==> src/rtl/riscv_pkg.sv <==
// Shared RV32 definitions: widths, reset PC, NOP and
// major opcodes used by fetch and the main decoder.
package riscv_pkg;

  localparam int XLEN = 32;

  localparam logic [31:0] RESET_PC_DEFAULT = 32'h0000_0000;

  localparam logic [31:0] NOP = 32'h0000_0013;

  localparam logic [6:0] OP_LOAD   = 7'b0000011;
  localparam logic [6:0] OP_STORE  = 7'b0100011;
  localparam logic [6:0] OP_R      = 7'b0110011;
  localparam logic [6:0] OP_BRANCH = 7'b1100011;
  localparam logic [6:0] OP_IMM    = 7'b0010011;
  localparam logic [6:0] OP_JAL    = 7'b1101111;

endpackage

==> src/rtl/fetch_fifo.sv <==
// Small synchronous FIFO with occupancy count, flush and
// simultaneous push/pop; head is read combinationally.
module fetch_fifo #(
  parameter int W     = 64,
  parameter int DEPTH = 2
) (
  input  logic                       clk,
  input  logic                       reset,
  input  logic                       flush_i,
  input  logic                       push_i,
  input  logic [W-1:0]               push_data_i,
  input  logic                       pop_i,
  output logic [W-1:0]               head_o,
  output logic [$clog2(DEPTH+1)-1:0] count_o
);
  import riscv_pkg::*;

  localparam int AW = (DEPTH > 1) ? $clog2(DEPTH) : 1;
  localparam int CW = $clog2(DEPTH + 1);

  logic [W-1:0]  mem_q [DEPTH];
  logic [AW-1:0] wr_q, wr_d;
  logic [AW-1:0] rd_q, rd_d;
  logic [CW-1:0] cnt_q, cnt_d;
  logic          do_push;
  logic          do_pop;

  function automatic logic [AW-1:0] bump(
    input logic [AW-1:0] p
  );
    return (p == AW'(DEPTH - 1)) ? '0 : p + AW'(1);
  endfunction

  // a full FIFO may still accept a push if the head leaves
  assign do_pop  = pop_i && (cnt_q != '0);
  assign do_push = push_i &&
                   ((cnt_q != CW'(DEPTH)) || do_pop);

  // pointer and count next state; flush wins
  always_comb begin
    wr_d  = wr_q;
    rd_d  = rd_q;
    cnt_d = cnt_q;
    if (flush_i) begin
      wr_d  = '0;
      rd_d  = '0;
      cnt_d = '0;
    end else begin
      if (do_push) wr_d = bump(wr_q);
      if (do_pop)  rd_d = bump(rd_q);
      cnt_d = cnt_q + CW'(do_push) - CW'(do_pop);
    end
  end

  // pointer and count registers
  always_ff @(posedge clk) begin
    if (reset) begin
      wr_q  <= '0;
      rd_q  <= '0;
      cnt_q <= '0;
    end else begin
      wr_q  <= wr_d;
      rd_q  <= rd_d;
      cnt_q <= cnt_d;
    end
  end

  // storage array, written only on an accepted push
  always_ff @(posedge clk) begin
    if (do_push && !flush_i) mem_q[wr_q] <= push_data_i;
  end

  assign head_o  = mem_q[rd_q];
  assign count_o = cnt_q;

endmodule

==> src/rtl/fetch_unit.sv <==
// Instruction fetch: PC, imem request channel, in-order
// instruction buffer. Option: FETCH_MISALIGN_CHECK_EN.
module fetch_unit #(
  parameter int XLEN = riscv_pkg::XLEN,
  parameter logic [XLEN-1:0] RESET_PC =
    XLEN'(riscv_pkg::RESET_PC_DEFAULT),
  parameter int FIFO_DEPTH      = 2,
  parameter int MAX_OUTSTANDING = 2
) (
  input  logic            clk,
  input  logic            reset,
  output logic            imem_req_valid,
  input  logic            imem_req_ready,
  output logic [XLEN-1:0] imem_addr,
  input  logic            imem_rsp_valid,
  input  logic [XLEN-1:0] imem_rsp_data,
  output logic            instr_valid,
  input  logic            instr_ready,
  output logic [XLEN-1:0] instr,
  output logic [XLEN-1:0] instr_pc,
  output logic [XLEN-1:0] instr_pc_plus4,
  input  logic            redirect_valid,
  input  logic [XLEN-1:0] redirect_target
`ifdef FETCH_MISALIGN_CHECK_EN
  ,
  output logic            fetch_misaligned
`endif
);
  import riscv_pkg::*;

  localparam int FCW = $clog2(FIFO_DEPTH + 1);
  localparam int OW  = $clog2(MAX_OUTSTANDING + 1);
  localparam int SW  = FCW + OW + 1;

  logic [XLEN-1:0]   pc_q, pc_d;
  logic [OW-1:0]     drop_q, drop_d;
  logic              started_q;
  logic [OW-1:0]     out_cnt;
  logic [FCW-1:0]    icnt;
  logic [2*XLEN-1:0] ihead;
  logic [XLEN-1:0]   tag;
  logic [XLEN-1:0]   tgt;
  logic              halted;
  logic [SW-1:0]     occ;
  logic              req_fire;
  logic              rsp_acc;
  logic              push;
  logic              pop;

`ifdef FETCH_MISALIGN_CHECK_EN
  logic halted_q;
  logic mis_q;
  logic mis_req;

  assign mis_req = redirect_valid &&
                   (redirect_target[1:0] != 2'b00);
  assign tgt     = redirect_target;
  assign halted  = halted_q;
  assign fetch_misaligned = mis_q;

  // misaligned redirect halts fetch until an aligned one
  always_ff @(posedge clk) begin
    if (reset) begin
      halted_q <= 1'b0;
      mis_q    <= 1'b0;
    end else begin
      if (redirect_valid) halted_q <= mis_req;
      mis_q <= mis_req;
    end
  end
`else
  localparam logic [XLEN-1:0] ALIGN_MASK = ~XLEN'(3);

  assign tgt    = redirect_target & ALIGN_MASK;
  assign halted = 1'b0;
`endif

  // live requests: buffered plus in flight, minus doomed
  assign occ = SW'(icnt) + SW'(out_cnt) - SW'(drop_q);

  assign imem_req_valid =
    started_q && !redirect_valid && !halted &&
    (out_cnt < OW'(MAX_OUTSTANDING)) &&
    (occ < SW'(FIFO_DEPTH));
  assign imem_addr = pc_q;

  assign req_fire = imem_req_valid && imem_req_ready;
  assign rsp_acc  = imem_rsp_valid && started_q &&
                    (out_cnt != '0);
  assign push     = rsp_acc && (drop_q == '0) &&
                    !redirect_valid;
  assign pop      = instr_valid && instr_ready;

  // PC and drop counter next state; redirect wins
  always_comb begin
    pc_d   = pc_q;
    drop_d = drop_q;
    if (redirect_valid) begin
      pc_d   = tgt;
      drop_d = out_cnt - OW'(rsp_acc);
    end else begin
      if (req_fire) pc_d = pc_q + XLEN'(4);
      if (rsp_acc && (drop_q != '0))
        drop_d = drop_q - OW'(1);
    end
  end

  // PC, drop counter and post-reset quiet cycle
  always_ff @(posedge clk) begin
    if (reset) begin
      pc_q      <= RESET_PC;
      drop_q    <= '0;
      started_q <= 1'b0;
    end else begin
      pc_q      <= pc_d;
      drop_q    <= drop_d;
      started_q <= 1'b1;
    end
  end

  fetch_fifo #(
    .W     (2 * XLEN),
    .DEPTH (FIFO_DEPTH)
  ) u_ififo (
    .clk         (clk),
    .reset       (reset),
    .flush_i     (redirect_valid),
    .push_i      (push),
    .push_data_i ({imem_rsp_data, tag}),
    .pop_i       (pop),
    .head_o      (ihead),
    .count_o     (icnt)
  );

  // tag queue occupancy doubles as the outstanding count
  fetch_fifo #(
    .W     (XLEN),
    .DEPTH (MAX_OUTSTANDING)
  ) u_tagq (
    .clk         (clk),
    .reset       (reset),
    .flush_i     (1'b0),
    .push_i      (req_fire),
    .push_data_i (pc_q),
    .pop_i       (rsp_acc),
    .head_o      (tag),
    .count_o     (out_cnt)
  );

  assign instr_valid    = (icnt != '0);
  assign instr          = instr_valid ?
                          ihead[2*XLEN-1:XLEN] : '0;
  assign instr_pc       = instr_valid ?
                          ihead[XLEN-1:0] : '0;
  assign instr_pc_plus4 = instr_valid ?
                          ihead[XLEN-1:0] + XLEN'(4) : '0;

`ifndef SYNTHESIS
  // a response with nothing outstanding is a protocol error
  always_ff @(posedge clk) begin
    if (!reset && started_q && imem_rsp_valid)
      assert (out_cnt != '0)
      else $error("fetch_unit: response with none pending");
  end
`endif

endmodule

==> config.mk <==
export PLATFORM = sky130hd
export DESIGN_NAME = fetch_unit
export DESIGN_NICKNAME = d
export VERILOG_FILES = /design/src/rtl/riscv_pkg.sv /design/src/rtl/fetch_fifo.sv /design/src/rtl/fetch_unit.sv
export SDC_FILE = /design/constraint.sdc
export NUM_CORES = 1
export LEC_CHECK = 0
export BUFFER_PORTS_ARGS = -buffer_cell sky130_fd_sc_hd__buf_4
export CAP_MARGIN = 20
export CORE_ASPECT_RATIO = 0.9
export CORE_MARGIN = 2
export CORE_UTILIZATION = 45
export DETAILED_ROUTE_END_ITERATION = 16
export PLACE_DENSITY = 0.73
export RECOVER_POWER = 100
export SETUP_SLACK_MARGIN = 0.05
export SLEW_MARGIN = 20
export SYNTH_ARGS = -nofsm -noshare
export SYNTH_HDL_FRONTEND = slang
export SYNTH_HIERARCHICAL = 1
export SYNTH_SLANG_ARGS = --single-unit
==> constraint.sdc <==
create_clock -name clk -period 18.6 [get_ports clk]
set_input_delay 0.93 -clock clk [delete_from_list [all_inputs] [get_ports clk]]
set_output_delay 0.93 -clock clk [all_outputs]
set_load 0.02 [all_outputs]
### Yosys cells after proc, flatten, opt, wreduce, memory -nomap -nowiden

Memories as Yosys holds them, arrays and structs flattened. A register that Yosys moved wholly into a read port is not among the register bits.
Index checks and enable logic that the tools add are counted.

* register bits after elaboration: 43
* RAM bits: 192
* input port bits: 70
* output and inout bits: 130
* logic and storage cells: 75
* memories: 2

* add/subtract/negate cells: 14
* $lt $le $gt $ge: 2
* eq/ne operators: 2
* muxes and demuxes: 20
* reduce and logical (&&, ||, !) cells: 25

Memory list
* u_ififo.mem_q: words 2, bits a word 64, rd ports 1, clocked after Yosys merged registers in 1, write ports 1, RTL line fetch_fifo.sv:21 `logic [W-1:0] mem_q [DEPTH];`
* u_tagq.mem_q: words 2, bits a word 32, rd ports 1, clocked after Yosys merged registers in 1, write ports 1, RTL line fetch_fifo.sv:21

Operators by type and width (number)
* $mux W32: 5
* $add A32 B3 Y32 const B: 2
* $logic_and A1 B1 Y1: 15
* $mux W1: 13
* $reduce_bool A2 Y1: 5
* $sub A2 B1 Y2: 3
* $lt A5 B2 Y1 const B: 1
* $add A1 B1 Y1 const B: 4
* $add A2 B1 Y2: 2
* $mux W2: 2
* $ne A2 B2 Y1 const B: 2
* $sub A3 B2 Y4: 1
* $add A2 B2 Y3: 1
* $logic_not A2 Y1: 1
* $logic_or A1 B1 Y1: 2
* $lt A2 B2 Y1 const B: 1
* $reduce_or A2 Y1: 1
* $sub A2 B1 Y2 const B: 1
* $logic_not A1 Y1: 1

### Longest topological paths before layout

* word-level depth: 8
* mapped depth: 17
* gate-level depth less buffers: 15

### Hierarchy

The synthesis kept the hierarchy.

Modules (own cells, without submodules)
* fetch_fifo (u_ififo): instances 1, cells each 223, area an instance 5113.7 µm²
* fetch_unit: instances 1, cells each 458, area an instance 3243.1 µm²
* fetch_fifo (u_tagq): instances 1, cells each 124, area an instance 2680.1 µm²

### Worst setup path after synthesis

OpenSTA, ideal clock, no wires.

* path type: input to register
* start point: input redirect_valid
* end point: memory u_ififo.mem_q[1][0], enable pin
* data arrival time: 6.628 ns
* data required time: 18.021 ns
* setup slack: 11.393 ns
* stages on the path: 6
* buffers on the path: 2
* cells stage by stage: inv_1 > clkbuf_1 > clkbuf_1 > and3_1 > o31ai_4 > nor3b_1

* cells in the longest elaborated chain, start to end: 6

Ends and longest elaborated chain
* from (decl): RTL line fetch_unit.sv:22 `input logic redirect_valid,`
* $logic_not A1 Y1: RTL line fetch_unit.sv:91 `!redirect_valid;`
* $logic_and A1 B1 Y1: RTL line fetch_unit.sv:90 `assign push = rsp_acc && (drop_q == '0) &&`
* named net push: RTL line fetch_unit.sv:47 `logic push;`
* $logic_and A1 B1 Y1: RTL line fetch_fifo.sv:36 `assign do_push = push_i &&`
* $logic_and A1 B1 Y1: RTL line fetch_fifo.sv:70 `if (do_push && !flush_i) mem_q[wr_q] <= push_data_i;`
* $mux W1: RTL line fetch_fifo.sv:70
* $mux W1 (not written as such): RTL line fetch_fifo.sv:70
* to (decl): RTL line fetch_fifo.sv:21

The timed path passes the listed nets, and every way through them passes these cells.

==> impl_metrics.ini <==
[drt]
wl_per_cell_um = 17.6
wl_met2_mm = 10.6
routed-wl-met3_mm = 1.48
drt_pass1_iterations = 5
ant_nets = 0
via_per_inst = 5.30
vias = 7055
drt-met1-wl_mm = 11.0
drcViolationCount = 0
highest_layer = met4
routed_wl_mm = 23.4
drt-initial-drc-count = 443

[worst_setup_path]
worstPathArrival_ns = 6.90
cp.required_ns = 17.67
cp-end-kind = output port
cp_max_fo = 37
critPathLaunchType = flop
crit_type = flop to output port

[placed_design]
port_buffers = 195
dpl-instance-area_um2 = 12800
gp_congestion = 0.834
dp_hpwl_mm = 15.8

[power]
ir_drop_mv = 0.0605
p_sw_uw = 227
p_int_uw = 893
p_per_area_nw_per_um2 = 85.8
leakagePower_uw = 0.00454
share_seq_of_total_power_pct = 52.2
netSwitchingFraction_pct = 20.3
p_clk_share_pct = 44.0
power_frac_comb_pct = 3.9

[yosys]
synth_edf_count = 192
ys_seq_area_share_pct = 60.0
synth_seq_cells = 235
syn_avg_cell_area_um2 = 13.7
yosysWarningCount = 6
synth_top_area_share_pct = 52.2
yosysMostFrequentCell = edfxtp_1
netlist_instances = 805
ys_top_cells_by_count = 192 x edfxtp_1, 90 x mux2_4, 71 x and2_1, 56 x nor2_1, 43 x dfxtp_1
ys_types = 56
synth_area_leaders = edfxtp_1 52%, mux2_4 12%, dfxtp_1 7.8%, and2_1 4.0%, xnor2_1 2.4%
post-synth-top-area-cell = edfxtp_1
synthFlopType = edfxtp_1
syn_area_um2 = 11000
async_flop_share_pct = 0

[outcome]
violations = capacitance limit, slew limit
outcome = complete, but fails checks

[floorplan]
fp.dieW_um = 169
die-area_um2 = 25800
die_h_um = 153
start_util_pct = 45.6
coreArea_um2 = 24200
ios = 200
fp-row-count = 54

[timing]
setup_viol = 0
worst_pin_slew_ns = 3.77
finClkSkew_ns = 0.00846
whs_ns = 0.504
rsz0062_at_grt = no
post-route-period-util_pct = 42.1
maxSlewViolCount = 372
tns_ns = 0
relSlewSlack_pct = -151
clock.fmax_ghz = 0.128
hold_viol = 0
fin_crit_ns = 7.83

[clock_network]
cts_setup_buffers = 0
clock_latency_ns = 0.50
path_clk_slew_ns = 0.06
hold_buffers = 0
cts_made_buffers = 24
htree_levels = 1
cts.sink_count = 235
ctsRootBufferMaster = clkbuf_16
cts_resized = 0
tritoncts = done
cts_buffer_depth = 3

[run]
cap_violations = 8

[finish]
drive_gt1_share_pct = 20.6
area_growth_pct = 18.3
nFillCells = 2084
fin_util_pct = 54.0
final_area_um2 = 13100
diodes = 0
fin_nets = 1086

[global_routing]
grt_pass1_wl_mm = 35.9
grt_pass1_vias = 6752
grt_max_degree = 68
antenna_found_initial = 0
grt_usage_pct = 17.2
grt_overflow_total = 0

[min_path]
hp-class = flop to flop
cell families (layout without fill, tap and decap cells):
kind of cell	count (synthesis)	in the layout	synth area share (%)
simple gates	286	286	14.2
compound gates	64	64	4.47
other cells	1	13	0.0340
mux	100	100	13.2
flops	235	235	60.0
xor+xnor	44	44	3.49
fa+ha+maj	12	12	1.50
buf+inv	63	268	3.02
worst max-delay path, stage by stage, from the launching register on:
cell	delay [ns]
dfxtp_1	1.59
clkbuf_1	2.12
mux2_1	0.49
nand4_1	0.29
nor4_1	0.87
nand3_1	0.17
or3_1	0.37
a21oi_1	0.14
clkbuf_1	0.31
registers in the layout, indices dropped and copies added (netlist names), named ones only:
signal,flops
u_tagq/mem_q,64
u_ififo/count_o,2
u_tagq/count_o,2
started_q,1
drop_q,2
u_tagq/wr_q,1
u_ififo/mem_q,128
imem_addr,30
u_ififo/rd_q,1
u_tagq/rd_q,1
u_ififo/wr_q,1
worst paths after layout:
check	slack [ns]	start	end	depth (start not counted)
min reg2reg	0.50	u_tagq/wr_q	u_tagq/wr_q	2
max reg2reg	12.28	u_ififo/count_o[1]	u_ififo/mem_q[1][23]	7
min	0.50	u_tagq/wr_q	u_tagq/wr_q	2
max	10.77	flop	instr_pc_plus4[31]	8
layout make-up:
cell class                 count  area [µm²]  area share (%)
clock inverter                13         168            1.28
timing repair buffer         203        1160            8.86
tap                          308         385            2.95
multi-input combinational    519        3990            30.6
inverter                      21        78.8           0.604
clock buffer                  31         648            4.97
sequential                   235        6630            50.8
cells in the final DEF (no fill, tap or decap), types with 14 or more instances in the layout:
master	instances
a211oi_1	14
and2_0	42
and2_1	29
buf_4	82
clkbuf_1	104
clkbuf_16	25
clkbuf_4	23
dfxtp_1	43
edfxtp_1	192
inv_1	19
mux2_1	34
mux2_4	58
nand2_1	31
nand3_1	23
nand4_1	17
nor2_1	55
nor3_1	22
or3_1	15
xnor2_1	30
xor2_1	14
layer usage:
metal	track usage [%]	vias to the layer above
met5	0	-
met4	3.46	0
met3	3.30	28
met2	27.3	241
met1	24.9	3400
li1	-	3386
power by group through the flow:
stage / sequential (µW) / clock, µW / combinational (µW)
5_1_grt: 585 / 526 / 47.4
3_3_place_gp: 595 / 0 / 47.6
2_1_floorplan: 597 / 0 / 19.6
3_5_place_dp: 595 / 0 / 48.8
6_report: 584 / 492 / 43.4
4_1_cts: 584 / 504 / 49.1
metrics by stage:
step	setup slack, ns	instances	total power [µW]
2_1_floorplan	11.39	817	616
3_3_place_gp	13.99	1286	642
3_5_place_dp	14.00	1286	644
4_1_cts	13.45	1330	1140
5_1_grt	10.20	1330	1160
6_report	10.77	1330	1120
(Power assumes the default switching activity.)
